## src/rtl/mem_bus_pkg.sv

```systemverilog
// Shared types for the per-core memory bus initiator: port FSM states,
// the buffered request record and the bus widths.
package mem_bus_pkg;

   localparam int ADDR_WID = 32;
   localparam int DATA_WID = 32;
   localparam int BE_WID   = DATA_WID / 8;

   typedef enum logic [1:0] {
      IDLE,
      WAIT_SLOT,
      RD_CAP,
      RSP
   } port_state_e;

   typedef struct packed {
      logic                we;
      logic [BE_WID-1:0]   be;
      logic [ADDR_WID-1:0] addr;
      logic [DATA_WID-1:0] wdata;
   } mem_req_t;

endpackage

```

## src/rtl/mem_req_fifo.sv

```systemverilog
// Request buffer between the core and the slot-driven issue logic.
// The head entry is read straight out of the storage registers.
module mem_req_fifo
   import mem_bus_pkg::*;
#(
   parameter int DEPTH = 2
) (
   input  logic     i_clk,
   input  logic     i_rst_n,
   input  logic     i_push,
   input  mem_req_t i_data,
   input  logic     i_pop,
   output logic     o_full,
   output logic     o_empty,
   output mem_req_t o_head
);

   localparam int AW = $clog2(DEPTH);
   localparam logic [AW:0] PTR_ONE = 1;

   mem_req_t    r_mem [DEPTH];
   logic [AW:0] r_wr_ptr;
   logic [AW:0] r_rd_ptr;
   logic        w_push;
   logic        w_pop;

   // Extra pointer bit tells a full buffer apart from an empty one.
   assign o_empty = (r_wr_ptr == r_rd_ptr);
   assign o_full  = (r_wr_ptr[AW-1:0] == r_rd_ptr[AW-1:0]) && (r_wr_ptr[AW] != r_rd_ptr[AW]);
   assign w_pop   = i_pop && !o_empty;
   assign w_push  = i_push && (!o_full || w_pop);
   assign o_head  = r_mem[r_rd_ptr[AW-1:0]];

   always_ff @(posedge i_clk or negedge i_rst_n) begin
      if (!i_rst_n) begin
         r_wr_ptr <= '0;
         r_rd_ptr <= '0;
      end else begin
         if (w_push) r_wr_ptr <= r_wr_ptr + PTR_ONE;
         if (w_pop)  r_rd_ptr <= r_rd_ptr + PTR_ONE;
      end
   end

   always_ff @(posedge i_clk) begin
      if (w_push) r_mem[r_wr_ptr[AW-1:0]] <= i_data;
   end

endmodule

```

## src/rtl/mem_port.sv

```systemverilog
// Per-core initiator on the time-sliced memory bus: buffers core requests,
// issues the head in this core's slot and returns responses in order.
//
// state     | meaning
// IDLE      | request buffer empty, nothing outstanding
// WAIT_SLOT | head request pending, waiting for a usable slot
// RD_CAP    | cycle after a load issue; read data captured at its end
// RSP       | response register full, held until the core accepts it
module mem_port
   import mem_bus_pkg::*;
#(
   parameter int FIFO_DEPTH = 2
) (
   input  logic                i_clk,
   input  logic                i_rst_n,
   input  logic                i_req_valid,
   output logic                o_req_ready,
   input  logic                i_req_we,
   input  logic [BE_WID-1:0]   i_req_be,
   input  logic [ADDR_WID-1:0] i_req_addr,
   input  logic [DATA_WID-1:0] i_req_wdata,
   output logic                o_rsp_valid,
   input  logic                i_rsp_ready,
   output logic                o_rsp_we,
   output logic [DATA_WID-1:0] o_rsp_rdata,
   input  logic                i_slot,
   output logic                o_mem_oe,
   output logic [BE_WID-1:0]   o_mem_we,
   output logic [ADDR_WID-1:0] o_mem_addr,
   output logic [DATA_WID-1:0] o_mem_wdata,
   input  logic [DATA_WID-1:0] i_mem_rdata
);

   port_state_e         r_state;
   logic                r_rsp_valid;
   logic                r_rsp_we;
   logic [DATA_WID-1:0] r_rsp_rdata;
   logic                w_full;
   logic                w_empty;
   logic                w_push;
   logic                w_rsp_free;
   logic                w_issue;
   mem_req_t            w_req;
   mem_req_t            w_head;

   assign w_req       = {i_req_we, i_req_be, i_req_addr, i_req_wdata};
   assign w_push      = i_req_valid && !w_full;
   assign o_req_ready = !w_full;

   mem_req_fifo #(
      .DEPTH (FIFO_DEPTH)
   ) u_fifo (
      .i_clk   (i_clk),
      .i_rst_n (i_rst_n),
      .i_push  (w_push),
      .i_data  (w_req),
      .i_pop   (w_issue),
      .o_full  (w_full),
      .o_empty (w_empty),
      .o_head  (w_head)
   );

   // A slot is usable only if no read is in flight and the response
   // register is empty or being handed to the core this very cycle.
   assign w_rsp_free = (r_state != RD_CAP) && (!r_rsp_valid || i_rsp_ready);
   assign w_issue    = i_slot && !w_empty && w_rsp_free;

   assign o_mem_oe    = w_issue;
   assign o_mem_we    = (w_issue && w_head.we) ? w_head.be    : '0;
   assign o_mem_addr  = w_issue                ? w_head.addr  : '0;
   assign o_mem_wdata = (w_issue && w_head.we) ? w_head.wdata : '0;

   assign o_rsp_valid = r_rsp_valid;
   assign o_rsp_we    = r_rsp_we;
   assign o_rsp_rdata = r_rsp_rdata;

   always_ff @(posedge i_clk or negedge i_rst_n) begin
      if (!i_rst_n) begin
         r_state     <= IDLE;
         r_rsp_valid <= 1'b0;
         r_rsp_we    <= 1'b0;
         r_rsp_rdata <= '0;
      end else begin
         if (r_rsp_valid && i_rsp_ready) r_rsp_valid <= 1'b0;
         case (r_state)
            IDLE: begin
               if (w_push) r_state <= WAIT_SLOT;
            end
            WAIT_SLOT, RSP: begin
               if (w_issue) begin
                  if (w_head.we) begin
                     r_state     <= RSP;
                     r_rsp_valid <= 1'b1;
                     r_rsp_we    <= 1'b1;
                     r_rsp_rdata <= '0;
                  end else begin
                     r_state <= RD_CAP;
                  end
               end else if (r_state == RSP && i_rsp_ready) begin
                  r_state <= (!w_empty || w_push) ? WAIT_SLOT : IDLE;
               end
            end
            RD_CAP: begin
               r_state     <= RSP;
               r_rsp_valid <= 1'b1;
               r_rsp_we    <= 1'b0;
               r_rsp_rdata <= i_mem_rdata;
            end
            default: r_state <= IDLE;
         endcase
      end
   end

endmodule

```

## config.mk

```make
export PLATFORM = sky130hd
export DESIGN_NAME = mem_port
export DESIGN_NICKNAME = d
export VERILOG_FILES = /design/src/rtl/mem_bus_pkg.sv /design/src/rtl/mem_req_fifo.sv /design/src/rtl/mem_port.sv
export SDC_FILE = /design/constraint.sdc
export NUM_CORES = 1
export LEC_CHECK = 0
export CORE_ASPECT_RATIO = 0.5
export CORE_UTILIZATION = 45
export CTS_CLUSTER_SIZE = 10
export DETAILED_ROUTE_END_ITERATION = 12
export PLACE_DENSITY = 0.76
export SETUP_SLACK_MARGIN = 0.3
export SLEW_MARGIN = 5
export SYNTH_ARGS = -nofsm -noshare
export SYNTH_HDL_FRONTEND = slang
export SYNTH_HIERARCHICAL = 1
export SYNTH_SLANG_ARGS = --single-unit
```

## constraint.sdc

```tcl
create_clock -name i_clk -period 9 [get_ports i_clk]
set_input_delay 1.8 -clock i_clk [delete_from_list [all_inputs] [get_ports i_clk]]
set_output_delay 1.8 -clock i_clk [all_outputs]
set_load 0.05 [all_outputs]
```

### After elaboration in Yosys (flattened, before gate mapping)

Memory sizes are Yosys's and may differ from the RTL's.
Index checks and enable logic that the tools add are counted.

* output and inout bits: 104
* memories kept: 1
* input bits: 106
* bits in registers: 40
* logic and storage cells: 62
* bits in latches: 0
* ROM bits: 0
* RAM bits: 138

* multiply operators: 0
* reductions and logical operators: 21
* multiplexer cells: 21
* div/mod/pow operators: 0
* shift operators: 0
* equal/unequal tests: 11
* add/sub/neg operators: 2
* magnitude comparators: 0
* bitwise gates (word level): 0

Memories
* u_fifo.r_mem: depth 2, bits a word 69, rd ports 1, clocked after memory_dff 0, wr ports 1, line mem_req_fifo.sv:21 `mem_req_t r_mem [DEPTH];`

Operators by type and width (number)
* 32-bit 2-to-1 mux: 4
* 32-bit one-hot mux with 2 select lines: 1
* 1-bit logical AND: 10
* 1-bit 2-to-1 mux: 9
* 2-bit 2-to-1 mux: 3
* 2-bit one-hot mux with 3 select lines: 1
* 2-bit by 1-bit adder with 2-bit output (second input constant): 2
* 2-bit equality test (second input constant): 2
* 4-bit 2-to-1 mux: 1
* 2-bit by 1-bit != test with 1-bit output (second input constant): 2
* 2-bit != test (second input constant): 2
* 1-bit one-hot mux with 2 select lines: 2
* 1-bit zero test: 3
* 1-bit logical OR: 3
* 3-bit by 2-bit != test with 1-bit output (second input constant): 1
* 3-bit AND reduction: 1
* 2-bit by 1-bit equality test with 1-bit output (second input constant): 1
* 2-bit equality test: 1
* 2-bit zero test: 1
* 2-bit AND reduction: 1
* 2-bit nonzero test: 1
* 2-bit OR reduction: 1
* 1-bit equality test: 1
* 1-bit != test: 1

### Logic depth before layout (Yosys ltp)

Gate-level depths: netlist (run 1).

* depth after elaboration: 9
* mapped depth: 9
* mapped depth without buffers: 7

### Modules after synthesis

Netlist (run 1), hierarchy kept.

By module, submodules not included
* mem_req_fifo: sequential area each 4244.1 µm², area each 5231.3 µm², cells each 243, instances 1
* mem_port: sequential area each 900.9 µm², area each 2229.6 µm², cells each 239, instances 1

### Least setup slack after synthesis (run 1)

OpenSTA, ideal clock, no wires.

* path type: input-to-reg
* from: in i_rsp_ready
* to: mem u_fifo/r_mem[0][0] (netlist bit) (enable)
* stages: 5
* path slack: 1041 ps
* arrival time: 7377 ps
* path buffers: 1
* required time: 8419 ps
* setup time: 581 ps
* cells stage by stage: nor2b_1 -> nor4b_4 -> buf_6 -> nor3_1 -> nor3_1

* word-level cells in the longest chain between the ends: 8

RTL lines
* from (decl): line mem_port.sv:23 `input logic i_rsp_ready,`
* 1-bit logical OR: line mem_port.sv:65 `assign w_rsp_free = (r_state != RD_CAP) && (!r_rsp_valid || i_rsp_ready);`
* 1-bit logical AND: line mem_port.sv:65
* 1-bit logical AND: line mem_port.sv:66 `assign w_issue = i_slot && !w_empty && w_rsp_free;`
* named net o_mem_oe: line mem_port.sv:27 `output logic o_mem_oe,`
* 1-bit logical AND: line mem_req_fifo.sv:30 `assign w_pop = i_pop && !o_empty;`
* 1-bit logical OR: line mem_req_fifo.sv:31 `assign w_push = i_push && (!o_full || w_pop);`
* 1-bit logical AND: line mem_req_fifo.sv:31
* 1-bit 2-to-1 mux: line mem_req_fifo.sv:45 `if (w_push) r_mem[r_wr_ptr[AW-1:0]] <= i_data;`
* 1-bit 2-to-1 mux (not written as such): line mem_req_fifo.sv:45
* to (decl): line mem_req_fifo.sv:21

The timed path passes the listed nets, and every way through them passes these cells.

### Worst setup path in the final report (run 1)

* from: in i_rsp_ready
* to: out o_mem_addr[1]

* word-level cells in the longest chain between the ends: 4

RTL lines
* 1-bit logical OR: line mem_port.sv:65
* 1-bit logical AND: line mem_port.sv:65
* 1-bit logical AND: line mem_port.sv:66
* 32-bit 2-to-1 mux: line mem_port.sv:70 `assign o_mem_addr = w_issue ? w_head.addr : '0;`
* to (decl): line mem_port.sv:29 `output logic [ADDR_WID-1:0] o_mem_addr,`

Every way passes these cells.

==> results of run 1 <==
## state kept, by name, indices dropped and copies added (netlist names), named ones only
name,flops
u_fifo/r_mem,138
r_state,1
o_rsp_valid,1
u_fifo/r_wr_ptr,2
o_rsp_rdata,32
o_rsp_we,1
u_fifo/r_rd_ptr,2
## Yosys cell counts (2+ instances only)
master	count
mux2i_1	33
and2_1	68
edfxtp_1	138
buf_6	4
a21oi_1	4
clkbuf_1	12
a31oi_1	2
dfrtp_1	40
mux2_2	70
nand2_1	35
buf_4	6
nor3_1	2
inv_1	4
o22ai_1	32
nor2b_1	4
buf_2	9
nor2_1	4
## logic make-up (layout without fill, tap and decap cells)
family          Yosys count  after routing
compound gates           44             44
xor+xnor                  2              2
buf+inv                  35            250
flops                   178            178
mux                     103            103
simple gates            120            120
## worst min-delay path by stage
stage	to	cells past startpoint
2_1_floorplan	u_fifo/r_wr_ptr[1]$_DFFE_PN0P_	1
3_3_place_gp	o_rsp_we$_DFFE_PN0P_	1
3_5_place_dp	o_rsp_we$_DFFE_PN0P_	1
4_1_cts	o_rsp_we$_DFFE_PN0P_	1
5_1_grt	o_rsp_rdata[22]$_DFFE_PN0P_	2
6_report	o_rsp_we$_DFFE_PN0P_	1
## layer usage
metal	GRT usage (%)	up-vias
li1	-	2182
met1	21.0	2242
met2	35.0	88
met3	3.97	10
met4	6.11	0
met5	0	-
## critical path, cell delays in order
cell and delay, ps:
clkdlybuf4s50_1 530, nor2b_1 130, nor4b_4 940, buf_4 390
and2_1 170, clkdlybuf4s50_1 820
## layout make-up
cell class / count / area (µm²)
fillers: 1148 / 5530
clock buffers: 17 / 425
well taps: 221 / 277
inverters: 4 / 15.0
flip-flops and latches: 178 / 5150
repair buffers: 214 / 2120
multi-input cells: 269 / 2140
clock inverters: 15 / 156
## report_power, final
group	internal, mW	switching, mW	leakage (nW)	total, mW
combinational	0.740	1.17	1.64	1.91
clock	0.412	0.308	0.278	0.720
sequential	1.22	0.233	1.79	1.45
==> flow_metrics.tcl, run 1 <==
set metrics [dict create \
    dieArea_mm2 0.0171 \
    postSynthCellCount 482 \
    yosys.area.top_type_share_pct 55.5 \
    finalWirelength_um 15400 \
    clockBufferDepth 2 \
    p_leak_nw 3.71 \
    routabilityCongestion 0.741 \
    grt_max_degree 77 \
    core_region_area_mm2 0.0158 \
    rrSetupSlack_ps 4460 \
    grt_use_total_pct 18.6 \
    top_layer "met4" \
    synth-compound-area-share_pct 3.87 \
    dp_slack_ps 2370 \
    hp-start "o_rsp_we$_DFFE_PN0P_" \
    synth-simple-area-share_pct 9.22 \
    yosysWarnings 6 \
    htreeDepth 4 \
    layout_commonest_cell "clkdlybuf4s50_1" \
    antenna_cells 0 \
    yosysSeqAreaShare_pct 69.0 \
    worstSetupPathType "input pin to output port" \
    port_buffers 209 \
    arrival_ps 4800 \
    synth_xor_area_share_pct 0.335 \
    post_drt_wl_per_cell_um 16.8 \
    grt_pass1_vias 4666 \
    dr_wl_met2_um 8470 \
    die_w_um 184 \
    setup_viol 0 \
    synth_area_mm2 0.00746 \
    drt-pass1-iter-count 5 \
    hold_slack_ps 563 \
    synth_area_leader_cell "edfxtp_1" \
    tns_ps 0 \
    drive_gt1_share_pct 16.5 \
    fin_skew_ps 10.1 \
    drc 0 \
    synthTopCellsByArea "edfxtp_1, dfrtp_1, mux2_2" \
    fin_crit_ps 6600 \
    final_cell_mix "clkdlybuf4s50_1, edfxtp_1, mux2_2" \
    cts_tree "yes" \
    nNetsFinal 790 \
    slew_viol_final 0 \
    ff2ff_path_depth 7 \
    cp.required_ps 7200 \
    wl_met1_um 6210 \
    finalPower_mw 4.08 \
    clock_latency_ps 420 \
    hp-class "flop to flop" \
    worstSetupEndpointType "output port" \
    finalCritPeriodShare_pct 73.4 \
    cts_hold_buf 0 \
    drtAntennaViolNets 0 \
    grt_overflow 0 \
    powerDensity_mw_per_mm2 397 \
    rsz0062_at_grt "no" \
    placed_cells 886 \
    ir_worst_vdd_mv 0.186 \
    synth.avg_cell_area_um2 15.5 \
    slew-limit-headroom_pct 25.0 \
    area_delta_synth_final_pct 37.9 \
    synth_enable_flop_cells 138 \
    vias 4522 \
    r2r_end "u_fifo/r_mem[1][9]$_DFFE_PP_" \
    fmaxAchievable_mhz 151 \
    outcome "finished, final reports clean" \
    stdcell_area_mm2 0.0103 \
    drtIter0Drc 211 \
    die_y_um 93.1 \
    synth_ff_type "edfxtp_1" \
    dpl_cell_area_mm2 0.00970 \
    antenna_found_initial 0 \
    grt_pass1_wl_um 24100 \
    muxShareOfSynthArea_pct 15.0 \
    met3WireLength_um 581 \
    hpwl_um 10100 \
    hold_viol 0 \
    viasPerCell 4.93 \
    startpoint "i_rsp_ready" \
    crit_path_end "o_mem_addr[1]" \
    numCtsBuffers 17 \
    post_cts_buffers 0 \
    cts.clk_slew.worst_paths_ps 60 \
    num_rows 32 \
    tightest_slew_ps 1130 \
    synth_top_family_by_area "multiplexers" \
    async_flop_share_pct 22.5 \
    io_pins 210 \
    crit_path_max_fanout 24 \
    syn_nets 588 \
    synth.distinct_cells 32 \
    cts_sinks 178 \
    start_util_pct 47.2 \
    reg2reg_from "u_fifo/r_rd_ptr[0]$_DFFE_PN0P_" \
    drv_cap 0 \
    fin_ws_ps 2400 \
    synth_seq_cells 178 \
    ctsResizeCount 0 \
    clockRootBuffer "clkbuf_16" \
    synthAdderAreaFrac_pct 0 \
    cp-start-kind "input pin" \
    fin_cells 918 \
    utilization_pct 65.0 \
]
(Power assumes the default switching activity.)
==> run 2, diff against run 1 <==
Clock period 9 ns to 6.52 ns, I/O delays scaled along.
==> run 2 against run 1 <==
Against the previous run: cell area is 0.43% higher; final cell count increased by 0.11%; global-route usage barely moved; non-clock buffer count is 2 higher; sequential power increased by 39%; largest power group unchanged; critical path depth unchanged; worst hold slack worse by 11 ps; register-to-register slack got worse by 1700 ps; combinational power increased by 38%; first-iteration DRC count rose by 22%; worst setup slack got worse by 1300 ps.
==> flow_metrics.tcl, run 2 (synthesis results as in run 1) <==
set metrics [dict create \
    ctsResizeCount 0 \
    dr_wl_met2_um 8330 \
    setup_viol 0 \
    clockBufferDepth 2 \
    antenna_found_initial 0 \
    start_util_pct 47.2 \
    startpoint "u_fifo/r_rd_ptr[0]$_DFFE_PN0P_" \
    arrival_ps 4160 \
    drv_cap 0 \
    fin_skew_ps 12.9 \
    finalPower_mw 5.70 \
    io_pins 210 \
    grt_max_degree 77 \
    drtIter0Drc 257 \
    finalCritPeriodShare_pct 83.8 \
    grt_pass1_vias 4549 \
    met3WireLength_um 705 \
    hp-class "flop to flop" \
    die_y_um 93.1 \
    rrSetupSlack_ps 2740 \
    utilization_pct 65.3 \
    dieArea_mm2 0.0171 \
    fin_cells 919 \
    clockRootBuffer "clkbuf_16" \
    drt-pass1-iter-count 6 \
    hpwl_um 10300 \
    port_buffers 209 \
    cts_sinks 178 \
    tns_ps 0 \
    core_region_area_mm2 0.0158 \
    drive_gt1_share_pct 17.0 \
    ir_worst_vdd_mv 0.255 \
    final_cell_mix "clkdlybuf4s50_1, edfxtp_1, mux2_2" \
    slew-limit-headroom_pct 18.3 \
    worstSetupEndpointType "output port" \
    slowest_delay_ps 1120 \
    vias 4491 \
    nNetsFinal 792 \
    fin_crit_ps 5470 \
    rsz0062_at_grt "no" \
    path_delay_family "simple AND/OR/NAND/NOR gates" \
    largest_reg_flops 138 \
    cts_tree "yes" \
    finalWirelength_um 15500 \
    powerDensity_mw_per_mm2 551 \
    area_delta_synth_final_pct 38.5 \
    crit_path_cell_trace "xor2_1 -> nor2_1 -> nand3b_1 -> nor3_4 -> and2_1 -> clkdlybuf4s50_1" \
    fmaxAchievable_mhz 183 \
    drc 0 \
    top_layer "met4" \
    hp-start "o_rsp_we$_DFFE_PN0P_" \
    critPathBufInv 1 \
    slowest_stage "dfrtp_4" \
    htreeDepth 4 \
    grt_use_total_pct 18.5 \
    outcome "finished, final reports clean" \
    p_leak_nw 3.73 \
    tightest_slew_ps 1220 \
    worstSetupPathType "flop to output port" \
    cts_hold_buf 0 \
    viasPerCell 4.89 \
    num_rows 32 \
    crit_path_max_fanout 76 \
    layout_commonest_cell "clkdlybuf4s50_1" \
    grt_overflow 0 \
    placed_cells 888 \
    reg2reg_from "u_fifo/r_rd_ptr[0]$_DFFE_PN0P_" \
    numCtsBuffers 17 \
    wl_met1_um 6390 \
    antenna_cells 0 \
    grt_pass1_wl_um 23700 \
    hold_viol 0 \
    clock_latency_ps 420 \
    cp.required_ps 5220 \
    post_drt_wl_per_cell_um 16.9 \
    cts.clk_slew.worst_paths_ps 60 \
    cp-start-kind "flop" \
    post_cts_buffers 0 \
    routabilityCongestion 0.732 \
    slew_viol_final 0 \
    drtAntennaViolNets 0 \
    die_w_um 184 \
]
==> run 2: path summary, 6_finish.rpt <==
check | endpoint | depth (start not counted)
min in group asynchronous | o_rsp_rdata[10]$_DFFE_PN0P_ | 1
max in group asynchronous | u_fifo/r_rd_ptr[0]$_DFFE_PN0P_ | 1
setup reg to reg | u_fifo/r_mem[1][14]$_DFFE_PP_ | 7
hold / removal | o_rsp_we$_DFFE_PN0P_ | 1
hold reg to reg | o_rsp_we$_DFFE_PN0P_ | 1
setup / recovery | o_mem_wdata[25] | 6
==> run 2: area by class of cell <==
| type | count | area, µm² |
|---|---|---|
| fillers | 1170 | 5490 |
| flip-flops and latches | 178 | 5150 |
| well taps | 221 | 277 |
| inverters | 4 | 15.0 |
| multi-input cells | 269 | 2140 |
| clock inverters | 13 | 175 |
| repair buffers | 216 | 2140 |
| clock buffers | 18 | 429 |
==> run 2: metrics by stage <==
step                setup slack, ps  area (µm²)  hold WS [ps]
finish                         1050       10300           551
global route                    695       10300           586
global placement               1260        9730           511
CTS                             942       10300           562
detailed placement             1140        9730           526
floorplan                       458        7470           577
==> run 2: layer usage <==
metal  vias up  global-route usage, %
met5         -                      0
met2        94                   34.4
li1       2187                      -
met4         0                   5.07
met1      2203                   21.2
met3         7                   4.71
==> run 2: report_power, final <==
part           total (mW)  switching [mW]  internal [mW]  leakage, nW
Combinational        2.64            1.61           1.03         1.65
Clock                1.05           0.436          0.610        0.289
Sequential           2.01           0.324           1.68         1.79
Total                5.70            2.37           3.33         3.73
==> run 3, diff against run 2 <==
Clock period 6.52 ns to 5.2 ns, I/O delays scaled along.
==> run 3 against run 2 <==
Against the previous run: sequential share of layout area is essentially flat; flip-flop and latch count is the same; utilization is essentially flat; clock power grew 20%; cell area is essentially flat; die area is the same; worst hold slack gained 11 ps; register-to-register slack lost 790 ps; sequential power grew 20%; total power grew 25%; largest cell class unchanged; largest power group unchanged; highest routed layer unchanged.
==> flow_metrics.tcl, run 3 (synthesis results as in run 1) <==
set metrics [dict create \
    outcome "finished, final reports clean" \
    fin_crit_ps 4480 \
    crit_path_max_fanout 37 \
    tightest_slew_ps 1130 \
    top_usage_layer "met2" \
    ctsResizeCount 0 \
    hp-class "flop to flop" \
    drive_gt1_share_pct 17.4 \
    cp-start-kind "input pin" \
    core_region_area_mm2 0.0158 \
    numCtsBuffers 17 \
    swShare_pct 41.8 \
    p_leak_nw 3.73 \
    ff2ff_path_depth 7 \
    hpwl_um 10100 \
    layout_commonest_cell "clkdlybuf4s50_1" \
    clockRootBuffer "clkbuf_16" \
    min_path_cells 1 \
    hp-start "o_rsp_we$_DFFE_PN0P_" \
    r2r_end "u_fifo/r_mem[1][37]$_DFFE_PP_" \
    met3_usage_pct 4.40 \
    area_delta_synth_final_pct 38.4 \
    fmaxAchievable_mhz 223 \
    dpl_cell_area_mm2 0.00975 \
    grt_use_total_pct 18.3 \
    min_to "o_rsp_we$_DFFE_PN0P_" \
    p_comb_share_pct 48.2 \
    cts.clk_slew.worst_paths_ps 60 \
    slew_viol_final 0 \
    pwr-share-clk_pct 17.7 \
    fin_skew_ps 14.9 \
    io_pins 210 \
    cp.required_ps 4160 \
    cts_tree "yes" \
    grt_util_met1_pct 21.7 \
    powerDensity_mw_per_mm2 688 \
    grt_overflow 0 \
    rrSetupSlack_ps 1950 \
    final_cell_mix "clkdlybuf4s50_1, edfxtp_1, mux2_2" \
    p_seq_share_pct 34.1 \
    cts_sinks 178 \
    stdcell_area_mm2 0.0103 \
    finalWirelength_um 15500 \
    drtAntennaViolNets 0 \
    post_cts_buffers 0 \
    p_int_mw 4.13 \
    worstSetupPathType "input pin to output port" \
    tns_ps 0 \
    drt-pass1-iter-count 4 \
    slew-limit-headroom_pct 24.9 \
    drc 0 \
    finalCritPeriodShare_pct 86.1 \
    post_drt_wl_per_cell_um 16.8 \
    grt_pass1_vias 4638 \
    dieArea_mm2 0.0171 \
    grt_util_met2_pct 33.2 \
    viasPerCell 4.96 \
    setup_viol 0 \
    drv_cap 0 \
    drtIter0Drc 270 \
    routabilityCongestion 0.729 \
    hold_viol 0 \
    reg2reg_from "r_state[0]$_DFFE_PN0P_" \
    rsz0062_at_grt "no" \
    clockBufferDepth 2 \
    grt_pass1_wl_um 23900 \
    grt_max_degree 73 \
    antenna_cells 0 \
    clock_latency_ps 420 \
    cts_hold_buf 0 \
    vias 4566 \
    die_w_um 184 \
    arrival_ps 3440 \
    htreeDepth 4 \
    port_buffers 209 \
    nNetsFinal 794 \
    worstSetupEndpointType "output port" \
    largest_reg_flops 138 \
    die_y_um 93.1 \
    antenna_found_initial 0 \
    start_util_pct 47.2 \
    num_rows 32 \
    p_sw_mw 2.97 \
    ir_worst_vdd_mv 0.301 \
]
==> run 3: how the worst max path moves through the flow <==
stage | start | end | slack [ps] | cells past startpoint
2_1_floorplan | i_rsp_ready | u_fifo/r_mem[1][0]$_DFFE_PP_ | 950 | 5
3_3_place_gp | i_rsp_ready | o_mem_wdata[23] | 800 | 6
3_5_place_dp | i_rsp_ready | o_mem_wdata[28] | 700 | 6
4_1_cts | i_rsp_ready | o_mem_wdata[28] | 690 | 6
5_1_grt | r_state[0]$_DFFE_PN0P_ | o_mem_wdata[9] | 480 | 5
6_report | i_rsp_ready | o_mem_wdata[8] | 720 | 6
==> run 3: routing by layer <==
| layer | routed length, µm | vias to the layer above |
|---|---|---|
| met3 | 745 | 14 |
| met2 | 8080 | 111 |
| met4 | 198 | 0 |
| met1 | 6490 | 2250 |
| li1 | - | 2191 |
| met5 | 0 | - |
==> run 3: critical path, stage by stage <==
cell and delay (ps):
clkdlybuf4s50_1 520, nor2b_1 130, nor3_4 510, buf_12 250, and2_1 150, clkdlybuf4s50_1 800
==> run 3: power groups by stage <==
stage | clock [mW] | sequential [mW] | combinational, mW
floorplan | 0 | 2.74 | 2.10
global placement | 0 | 2.42 | 3.42
detailed placement | 0 | 2.45 | 3.45
CTS | 1.29 | 2.42 | 3.46
global route | 1.35 | 2.48 | 3.62
finish | 1.26 | 2.42 | 3.42
==> run 3: layout make-up <==
class,count,area [µm²]
multi-input combinational,269,2140
clock inverter,13,149
clock buffer,18,429
fill,1145,5490
sequential,178,5150
tap,221,277
timing repair buffer,218,2160
inverter,4,15.0
==> run 3: stage by stage <==
stage | setup slack, ps | total power, mW | utilization, % | std cells | hold slack [ps]
2_1_floorplan | 946 | 4.84 | - | 482 | 577
3_3_place_gp | 804 | 5.84 | 61.7 | 890 | 510
3_5_place_dp | 698 | 5.90 | 61.7 | 890 | 536
4_1_cts | 691 | 7.17 | 65.3 | 921 | 566
5_1_grt | 483 | 7.44 | 65.3 | 921 | 576
6_report | 725 | 7.10 | 65.3 | 921 | 562
